## src/rtl/siphash_pkg.sv

```systemverilog
// Shared SipHash definitions: initialisation constants, finalisation XOR,
// controller state encoding, datapath widths and a 64-bit rotate helper.
package siphash_pkg;

  localparam int unsigned KEY_W      = 128;
  localparam int unsigned WORD_W     = 64;
  localparam int unsigned BYTES_W    = 4;
  localparam int unsigned LEN_W      = 8;
  localparam int unsigned WORD_BYTES = 8;

  localparam logic [WORD_W-1:0] IV0 = 64'h736f6d6570736575;
  localparam logic [WORD_W-1:0] IV1 = 64'h646f72616e646f6d;
  localparam logic [WORD_W-1:0] IV2 = 64'h6c7967656e657261;
  localparam logic [WORD_W-1:0] IV3 = 64'h7465646279746573;

  localparam logic [WORD_W-1:0] FINAL_XOR = 64'h0000_0000_0000_00ff;

  typedef enum logic [2:0] {
    IDLE,
    WAIT_MSG,
    COMPRESS,
    FINAL,
    DONE
  } state_e;

  function automatic logic [WORD_W-1:0] rotl64(input logic [WORD_W-1:0] x,
                                               input int unsigned s);
    return (x << s) | (x >> (WORD_W - s));
  endfunction

endpackage

```

## src/rtl/siphash_ctrl_if.sv

```systemverilog
// Host-side bus of the SipHash sequencer: key request, message word stream
// and tag return, each a valid/ready handshake, plus the busy flag.
//   master : host side (drives key, message words, hash_ready)
//   slave  : siphash_ctrl side
interface siphash_ctrl_if;
  import siphash_pkg::*;

  logic [KEY_W-1:0]   key_i;
  logic               key_valid;
  logic               key_ready;
  logic [WORD_W-1:0]  msg_data;
  logic [BYTES_W-1:0] msg_bytes;
  logic               msg_last;
  logic               msg_valid;
  logic               msg_ready;
  logic [WORD_W-1:0]  hash_o;
  logic               hash_valid;
  logic               hash_ready;
  logic               busy;

  modport master (
    output key_i, key_valid, msg_data, msg_bytes, msg_last, msg_valid, hash_ready,
    input  key_ready, msg_ready, hash_o, hash_valid, busy
  );

  modport slave (
    input  key_i, key_valid, msg_data, msg_bytes, msg_last, msg_valid, hash_ready,
    output key_ready, msg_ready, hash_o, hash_valid, busy
  );

endinterface

```

## src/rtl/sip_round.sv

```systemverilog
// One SipRound split into two registered half-rounds (latency 2 cycles).
// Free-running pipeline with no valid tracking; the caller decides which
// output cycle is meaningful.
//   clk, rst_n   : clock, asynchronous active-low reset
//   v0_i..v3_i   : state into the round
//   v0_o..v3_o   : state after the full round, registered
module sip_round
  import siphash_pkg::*;
(
  input  logic              clk,
  input  logic              rst_n,
  input  logic [WORD_W-1:0] v0_i,
  input  logic [WORD_W-1:0] v1_i,
  input  logic [WORD_W-1:0] v2_i,
  input  logic [WORD_W-1:0] v3_i,
  output logic [WORD_W-1:0] v0_o,
  output logic [WORD_W-1:0] v1_o,
  output logic [WORD_W-1:0] v2_o,
  output logic [WORD_W-1:0] v3_o
);

  logic [WORD_W-1:0] s0_d, s1_d, s2_d, s3_d;
  logic [WORD_W-1:0] s0_q, s1_q, s2_q, s3_q;
  logic [WORD_W-1:0] o0_d, o1_d, o2_d, o3_d;
  logic [WORD_W-1:0] o0_q, o1_q, o2_q, o3_q;
  logic [WORD_W-1:0] a0, c2;

  always_comb begin
    s0_d = v0_i + v1_i;
    s1_d = rotl64(v1_i, 13) ^ s0_d;
    s0_d = rotl64(s0_d, 32);
    s2_d = v2_i + v3_i;
    s3_d = rotl64(v3_i, 16) ^ s2_d;
  end

  always_comb begin
    a0   = s0_q + s3_q;
    o3_d = rotl64(s3_q, 21) ^ a0;
    o0_d = a0;
    c2   = s2_q + s1_q;
    o1_d = rotl64(s1_q, 17) ^ c2;
    o2_d = rotl64(c2, 32);
  end

  always_ff @(posedge clk or negedge rst_n) begin
    if (!rst_n) begin
      s0_q <= '0;
      s1_q <= '0;
      s2_q <= '0;
      s3_q <= '0;
      o0_q <= '0;
      o1_q <= '0;
      o2_q <= '0;
      o3_q <= '0;
    end else begin
      s0_q <= s0_d;
      s1_q <= s1_d;
      s2_q <= s2_d;
      s3_q <= s3_d;
      o0_q <= o0_d;
      o1_q <= o1_d;
      o2_q <= o2_d;
      o3_q <= o3_d;
    end
  end

  assign v0_o = o0_q;
  assign v1_o = o1_q;
  assign v2_o = o2_q;
  assign v3_o = o3_q;

endmodule

```

## src/rtl/siphash_ctrl.sv

```systemverilog
// Iterative SipHash-c-d sequencer around one pipelined sip_round.
// Takes a 128-bit key, a stream of 64-bit little-endian message words
// (tail word padded with the total length byte), runs C_ROUNDS per block
// and D_ROUNDS of finalisation, and returns the 64-bit tag.
//   clk, rst : clock, asynchronous active-high reset
//   bus      : key / message / tag handshakes and busy (slave side)
module siphash_ctrl
  import siphash_pkg::*;
#(
  parameter int unsigned C_ROUNDS  = 2,
  parameter int unsigned D_ROUNDS  = 4,
  parameter int unsigned ROUND_LAT = 2
) (
  input  logic           clk,
  input  logic           rst,
  siphash_ctrl_if.slave  bus
);

  localparam int unsigned RND_MAX = (C_ROUNDS > D_ROUNDS) ? C_ROUNDS : D_ROUNDS;
  localparam int unsigned RND_W   = $clog2(RND_MAX + 1);
  localparam int unsigned LAT_W   = $clog2(ROUND_LAT) + 1;

  state_e             state_q, state_d;
  logic [WORD_W-1:0]  v0_q, v1_q, v2_q, v3_q;
  logic [WORD_W-1:0]  v0_d, v1_d, v2_d, v3_d;
  logic [WORD_W-1:0]  m_q, m_d;
  logic [LEN_W-1:0]   len_cnt_q, len_cnt_d;
  logic [RND_W-1:0]   rnd_cnt_q, rnd_cnt_d;
  logic [LAT_W-1:0]   lat_cnt_q, lat_cnt_d;
  logic               pad_pend_q, pad_pend_d;
  logic               last_q, last_d;
  logic [WORD_W-1:0]  hash_q, hash_d;
  logic               hash_valid_q, hash_valid_d;

  logic [WORD_W-1:0]  r0, r1, r2, r3;
  logic [WORD_W-1:0]  masked;
  logic [LEN_W-1:0]   tail_len;
  logic [WORD_W-1:0]  short_blk;
  logic [WORD_W-1:0]  pad_blk;
  logic [WORD_W-1:0]  blk;
  logic               round_done;

  // The round is fed v*_d, so its first half-round is captured on the same
  // edge that loads v*_q; each round therefore costs exactly ROUND_LAT cycles
  // and the next one starts on the writeback edge.
  sip_round u_round (
    .clk   (clk),
    .rst_n (~rst),
    .v0_i  (v0_d),
    .v1_i  (v1_d),
    .v2_i  (v2_d),
    .v3_i  (v3_d),
    .v0_o  (r0),
    .v1_o  (r1),
    .v2_o  (r2),
    .v3_o  (r3)
  );

  // Tail block for a short final word: keep bytes below msg_bytes and put
  // the running length (mod 256) in the top byte.
  always_comb begin
    masked   = '0;
    tail_len = len_cnt_q + LEN_W'(bus.msg_bytes);
    for (int unsigned i = 0; i < WORD_BYTES; i++) begin
      if (i < 32'(bus.msg_bytes)) masked[i*8 +: 8] = bus.msg_data[i*8 +: 8];
    end
    short_blk = masked | {tail_len, 56'b0};
    pad_blk   = {len_cnt_q, 56'b0};
  end

  assign round_done = (lat_cnt_q == LAT_W'(ROUND_LAT - 1));

  always_comb begin
    state_d      = state_q;
    v0_d         = v0_q;
    v1_d         = v1_q;
    v2_d         = v2_q;
    v3_d         = v3_q;
    m_d          = m_q;
    len_cnt_d    = len_cnt_q;
    rnd_cnt_d    = rnd_cnt_q;
    lat_cnt_d    = lat_cnt_q;
    pad_pend_d   = pad_pend_q;
    last_d       = last_q;
    hash_d       = hash_q;
    hash_valid_d = hash_valid_q;
    blk          = bus.msg_data;

    unique case (state_q)
      IDLE: begin
        if (bus.key_valid) begin
          v0_d       = bus.key_i[63:0]   ^ IV0;
          v1_d       = bus.key_i[127:64] ^ IV1;
          v2_d       = bus.key_i[63:0]   ^ IV2;
          v3_d       = bus.key_i[127:64] ^ IV3;
          len_cnt_d  = '0;
          pad_pend_d = 1'b0;
          state_d    = WAIT_MSG;
        end
      end

      WAIT_MSG: begin
        if (bus.msg_valid) begin
          if (!bus.msg_last) begin
            blk       = bus.msg_data;
            len_cnt_d = len_cnt_q + 8'd8;
          end else if (bus.msg_bytes >= 4'd8) begin
            // Full final word: the length goes into a separate pad block.
            blk        = bus.msg_data;
            len_cnt_d  = len_cnt_q + 8'd8;
            pad_pend_d = 1'b1;
          end else begin
            blk = short_blk;
          end
          last_d    = bus.msg_last;
          m_d       = blk;
          v3_d      = v3_q ^ blk;
          rnd_cnt_d = '0;
          lat_cnt_d = '0;
          state_d   = COMPRESS;
        end
      end

      COMPRESS: begin
        if (round_done) begin
          v0_d      = r0;
          v1_d      = r1;
          v2_d      = r2;
          v3_d      = r3;
          lat_cnt_d = '0;
          if (rnd_cnt_q == RND_W'(C_ROUNDS - 1)) begin
            v0_d      = r0 ^ m_q;
            rnd_cnt_d = '0;
            if (pad_pend_q) begin
              m_d        = pad_blk;
              v3_d       = r3 ^ pad_blk;
              pad_pend_d = 1'b0;
            end else if (last_q) begin
              v2_d    = r2 ^ FINAL_XOR;
              state_d = FINAL;
            end else begin
              state_d = WAIT_MSG;
            end
          end else begin
            rnd_cnt_d = rnd_cnt_q + RND_W'(1);
          end
        end else begin
          lat_cnt_d = lat_cnt_q + LAT_W'(1);
        end
      end

      FINAL: begin
        // rnd_cnt reaching D_ROUNDS marks the cycle after the last writeback.
        if (rnd_cnt_q == RND_W'(D_ROUNDS)) begin
          hash_d       = v0_q ^ v1_q ^ v2_q ^ v3_q;
          hash_valid_d = 1'b1;
          state_d      = DONE;
        end else if (round_done) begin
          v0_d      = r0;
          v1_d      = r1;
          v2_d      = r2;
          v3_d      = r3;
          lat_cnt_d = '0;
          rnd_cnt_d = rnd_cnt_q + RND_W'(1);
        end else begin
          lat_cnt_d = lat_cnt_q + LAT_W'(1);
        end
      end

      DONE: begin
        if (bus.hash_ready) begin
          hash_valid_d = 1'b0;
          state_d      = IDLE;
        end
      end

      default: state_d = IDLE;
    endcase
  end

  always_ff @(posedge clk or posedge rst) begin
    if (rst) begin
      state_q      <= IDLE;
      v0_q         <= '0;
      v1_q         <= '0;
      v2_q         <= '0;
      v3_q         <= '0;
      m_q          <= '0;
      len_cnt_q    <= '0;
      rnd_cnt_q    <= '0;
      lat_cnt_q    <= '0;
      pad_pend_q   <= 1'b0;
      last_q       <= 1'b0;
      hash_q       <= '0;
      hash_valid_q <= 1'b0;
    end else begin
      state_q      <= state_d;
      v0_q         <= v0_d;
      v1_q         <= v1_d;
      v2_q         <= v2_d;
      v3_q         <= v3_d;
      m_q          <= m_d;
      len_cnt_q    <= len_cnt_d;
      rnd_cnt_q    <= rnd_cnt_d;
      lat_cnt_q    <= lat_cnt_d;
      pad_pend_q   <= pad_pend_d;
      last_q       <= last_d;
      hash_q       <= hash_d;
      hash_valid_q <= hash_valid_d;
    end
  end

  assign bus.key_ready  = (state_q == IDLE);
  assign bus.msg_ready  = (state_q == WAIT_MSG);
  assign bus.busy       = (state_q != IDLE);
  assign bus.hash_o     = hash_q;
  assign bus.hash_valid = hash_valid_q;

endmodule

```

## src/flat_wrapper.sv

```systemverilog
// flat-port wrapper written by rule: the top's interface ports become plain ports
module siphash_ctrl_flat import siphash_pkg::*;
#(
  parameter int unsigned C_ROUNDS  = 2,
  parameter int unsigned D_ROUNDS  = 4,
  parameter int unsigned ROUND_LAT = 2
)
  (clk, rst, bus_key_i, bus_key_valid, bus_msg_data, bus_msg_bytes, bus_msg_last, bus_msg_valid, bus_hash_ready, bus_key_ready, bus_msg_ready, bus_hash_o, bus_hash_valid, bus_busy);
  siphash_ctrl_if bus_i ();
  input  logic clk;
  input  logic rst;
  input wire logic [$bits(bus_i.key_i)-1:0] bus_key_i;
  input wire logic [$bits(bus_i.key_valid)-1:0] bus_key_valid;
  input wire logic [$bits(bus_i.msg_data)-1:0] bus_msg_data;
  input wire logic [$bits(bus_i.msg_bytes)-1:0] bus_msg_bytes;
  input wire logic [$bits(bus_i.msg_last)-1:0] bus_msg_last;
  input wire logic [$bits(bus_i.msg_valid)-1:0] bus_msg_valid;
  input wire logic [$bits(bus_i.hash_ready)-1:0] bus_hash_ready;
  output wire logic [$bits(bus_i.key_ready)-1:0] bus_key_ready;
  output wire logic [$bits(bus_i.msg_ready)-1:0] bus_msg_ready;
  output wire logic [$bits(bus_i.hash_o)-1:0] bus_hash_o;
  output wire logic [$bits(bus_i.hash_valid)-1:0] bus_hash_valid;
  output wire logic [$bits(bus_i.busy)-1:0] bus_busy;
  assign bus_i.key_i = bus_key_i;
  assign bus_i.key_valid = bus_key_valid;
  assign bus_i.msg_data = bus_msg_data;
  assign bus_i.msg_bytes = bus_msg_bytes;
  assign bus_i.msg_last = bus_msg_last;
  assign bus_i.msg_valid = bus_msg_valid;
  assign bus_i.hash_ready = bus_hash_ready;
  assign bus_key_ready = bus_i.key_ready;
  assign bus_msg_ready = bus_i.msg_ready;
  assign bus_hash_o = bus_i.hash_o;
  assign bus_hash_valid = bus_i.hash_valid;
  assign bus_busy = bus_i.busy;
  siphash_ctrl #(.C_ROUNDS(C_ROUNDS), .D_ROUNDS(D_ROUNDS), .ROUND_LAT(ROUND_LAT)) u_core (.clk(clk), .rst(rst), .bus(bus_i));
endmodule
```

## config.mk

```make
export PLATFORM = sky130hd
export DESIGN_NAME = siphash_ctrl_flat
export DESIGN_NICKNAME = d
export VERILOG_FILES = /design/src/rtl/siphash_pkg.sv /design/src/rtl/siphash_ctrl_if.sv /design/src/rtl/sip_round.sv /design/src/rtl/siphash_ctrl.sv /design/src/flat_wrapper.sv
export SDC_FILE = /design/constraint.sdc
export NUM_CORES = 2
export LEC_CHECK = 0
export CAP_MARGIN = 20
export CORE_MARGIN = 5
export CORE_UTILIZATION = 55
export CTS_CLUSTER_DIAMETER = 100
export DETAILED_ROUTE_END_ITERATION = 8
export MAX_ROUTING_LAYER = met4
export PLACE_DENSITY = 0.77
export SYNTH_ARGS = -nofsm -noshare
export SYNTH_HDL_FRONTEND = slang
export SYNTH_SLANG_ARGS = --single-unit
```

## constraint.sdc

```tcl
create_clock -name clk -period 90.1 [get_ports clk]
set_input_delay 22.525 -clock clk [delete_from_list [all_inputs] [get_ports clk]]
set_output_delay 22.525 -clock clk [all_outputs]
set_load 0.005 [all_outputs]
```

==> summary.md <==
| Metric | Value |
|---|---|
| Status | `complete, but fails checks` |
| Failing checks | `design-rule violations` |
| Setup crit start kind | `primary input` |
| Initial antenna violation count | `41` |
| First-pass GRT wire length | `365000 microns` |
| Hold slack | `498 ps` |
| Total die area | `0.0981 sq mm` |
| Tmin final | `29000 ps` |
| Synth unique cells | `96` |
| Most numerous cell in the Yosys netlist | `dfrtp_1` |
| Gr ovfl total | `0` |
| Post-route clock skew | `32.7 ps` |
| Max frequency | `0.0345 GHz` |
| Crit Path Class | `primary input to register` |
| Top Metal Used | `met4` |
| Synth Instances | `5181` |
| Clock Tree Root | `clkbuf_16` |
| Met3 wire len | `52900 microns` |
| Vias in the first global route | `45100` |
| CTS Buf Count | `97` |
| Pre-antenna DRT Iters | `9` |
| CP required | `90640 ps` |
| Overall routing resource usage | `55.4%` |
| Final setup fails | `0` |
| Nets | `5859` |
| Critical Path Fanout Max | `162` |
| Share of cells above drive strength 1 | `6.25%` |
| Routability Congestion | `1.21` |
| Worst skew pair latency | `710 ps` |
| Crit path DAT | `29540 ps` |
| I/O Pins | `270` |
| Headroom to the max-slew limit | `5.99%` |
| Die Ht | `313 microns` |
| Max Cap Viol | `0` |
| CTS tree | `yes` |
| Synth warnings | `0` |
| Fillers | `7250` |
| Most common library cells after synthesis | `dfrtp_1, a21oi_1, nand2_1` |
| Hpwl dp | `217000 microns` |
| I/O Buffers | `269` |
| CTS Hold Bufs | `0` |
| Die X | `313 microns` |
| Mapped cell area | `0.0505 sq mm` |
| Pins over their slew limit | `0` |
| Ys async rst share | `100%` |
| # rows | `111` |
| RSZ-0062 raised after global routing | `no` |
| Share of the synthesized area in the top cell type | `45.2%` |
| Syn nets | `5644` |
| H-tree depth | `3` |
| Largest area contributor in the synthesized netlist | `dfrtp_1` |
| Drc violations | `252` |
| Post-CTS sizing | `0` |
| Post-CTS Setup Inserts | `0` |
| DRT iter0 DRCs | `10100` |
| Synth top area cells | `dfrtp_1, xnor2_1, ha_1, a21oi_1, xor2_1` |
| TNS Setup | `0 ps` |
| Area growth, synth to finish | `15.3%` |
| Flops & latches, synth | `912` |
| Clock sinks | `912` |
| Bufs on Longest Clock Path | `3` |
| Via count | `49100` |
| Reg clk slew, reported paths | `60 ps` |
| Post-route ant nets | `0` |
| Critical Path Sink Type | `register` |
| Register area share after synthesis | `45.2%` |
| Avg Cell Area, Syn | `9.76 sq um` |
| Core box area | `0.0914 sq mm` |
| Path category of the worst min-delay check | `register to register` |
| Worst-Margin Slew | `1410 ps` |
| Starting Density | `55.3%` |
| Pin count of the biggest net entering global routing | `166` |
| Top_reg_cell synth | `dfrtp_1` |
| Met2 Wirelength | `100000 microns` |
| Final Cycle Share | `32.2%` |
| Hold Vio Cnt, Final | `0` |
| Number of flops mapped to enable cells by yosys | `0` |
| Via density | `7.31` |
| M1 WL | `92500 microns` |
| Drt total wl | `273000 microns` |
| WL/cell | `40.7 microns` |
-- kinds of logic after synthesis --
kind of cell    after synthesis  synth area share (%)
buf+inv                     383                  2.88
flops                       912                  45.2
compound gates             1726                  22.3
fa+ha+maj                   261                  6.52
simple gates               1171                  10.4
xor+xnor                    712                  12.4
mux                          16                 0.344
-- placed cells by master, fill, tap and decap left out, types with 86 or more instances in the layout --
cell type        instances
nor2_1                 359
xor2_1                 323
a21oi_1                583
inv_1                  126
dfrtp_1                911
nand4_1                 86
a221o_1                110
nand2_1                440
buf_4                   91
xnor2_1                385
clkbuf_16               98
ha_1                   257
o21ai_0                350
clkdlybuf4s50_1        268
a21o_1                 156
-- path summary, 6_finish.rpt --
kind	from	to	slack (ps)	cells after the start
worst max-delay path	bus_key_valid	u_core.u_round.s1_q[52]$_DFF_PP0_	61100	16
worst min-delay path	u_core.u_round.s3_q[5]$_DFF_PP0_	u_core.u_round.v3_o[26]$_DFF_PP0_	500	1
worst max register to register	u_core.state_q[0]$_DFFE_PP0P_	u_core.u_round.s1_q[52]$_DFF_PP0_	81800	17
worst min register to register	u_core.u_round.s3_q[5]$_DFF_PP0_	u_core.u_round.v3_o[26]$_DFF_PP0_	500	1
max in group asynchronous	rst	u_core.u_round.s1_q[54]$_DFF_PP0_	63410	6
min in group asynchronous	rst	u_core.u_round.v0_o[14]$_DFF_PP0_	22360	2
-- layer usage --
| metal | up-vias | track usage [%] |
|---|---|---|
| li1 | 19200 | - |
| met1 | 23700 | 63.8 |
| met2 | 4864 | 67.9 |
| met3 | 1350 | 36.1 |
| met4 | 0 | 39.8 |
| met5 | - | - |
-- worst max-delay path: stages --
cell and delay, ps:
buf_2 80, buf_4 590, o21ai_4 390, buf_12 310, a21oi_1 1000, o211ai_1 630
ha_1 570, and2_1 180, a221o_1 340, a31oi_1 250, o21ai_0 190, a221o_1 330
a41o_1 300, a31oi_1 480, xnor2_1 420, xor2_1 440
-- per-stage QoR --
step	instance area, sq um	setup slack [ps]	instances	utilization (%)
after global routing	58200	61210	6687	63.7
final	58300	61100	6714	63.8
after global placement	54500	59790	6467	59.7
after CTS	58100	61500	6652	63.5
after detailed placement	54600	60810	6475	59.7
after floorplan	50500	41930	5181	-
-- final cells by class --
class | instances | area [sq um] | share of cell area [%]
clock buffers | 130 | 2740 | 4.71
multi-input cells | 3886 | 26400 | 45.2
well taps | 1186 | 1480 | 2.55
inverters | 128 | 488 | 0.837
repair buffers | 371 | 3530 | 6.06
flip-flops and latches | 912 | 22800 | 39.2
diodes | 54 | 135 | 0.232
clock inverters | 47 | 713 | 1.22
Power is not shown: default switching activity piles up to over one toggle a cycle in this logic, so the estimate is an artifact.
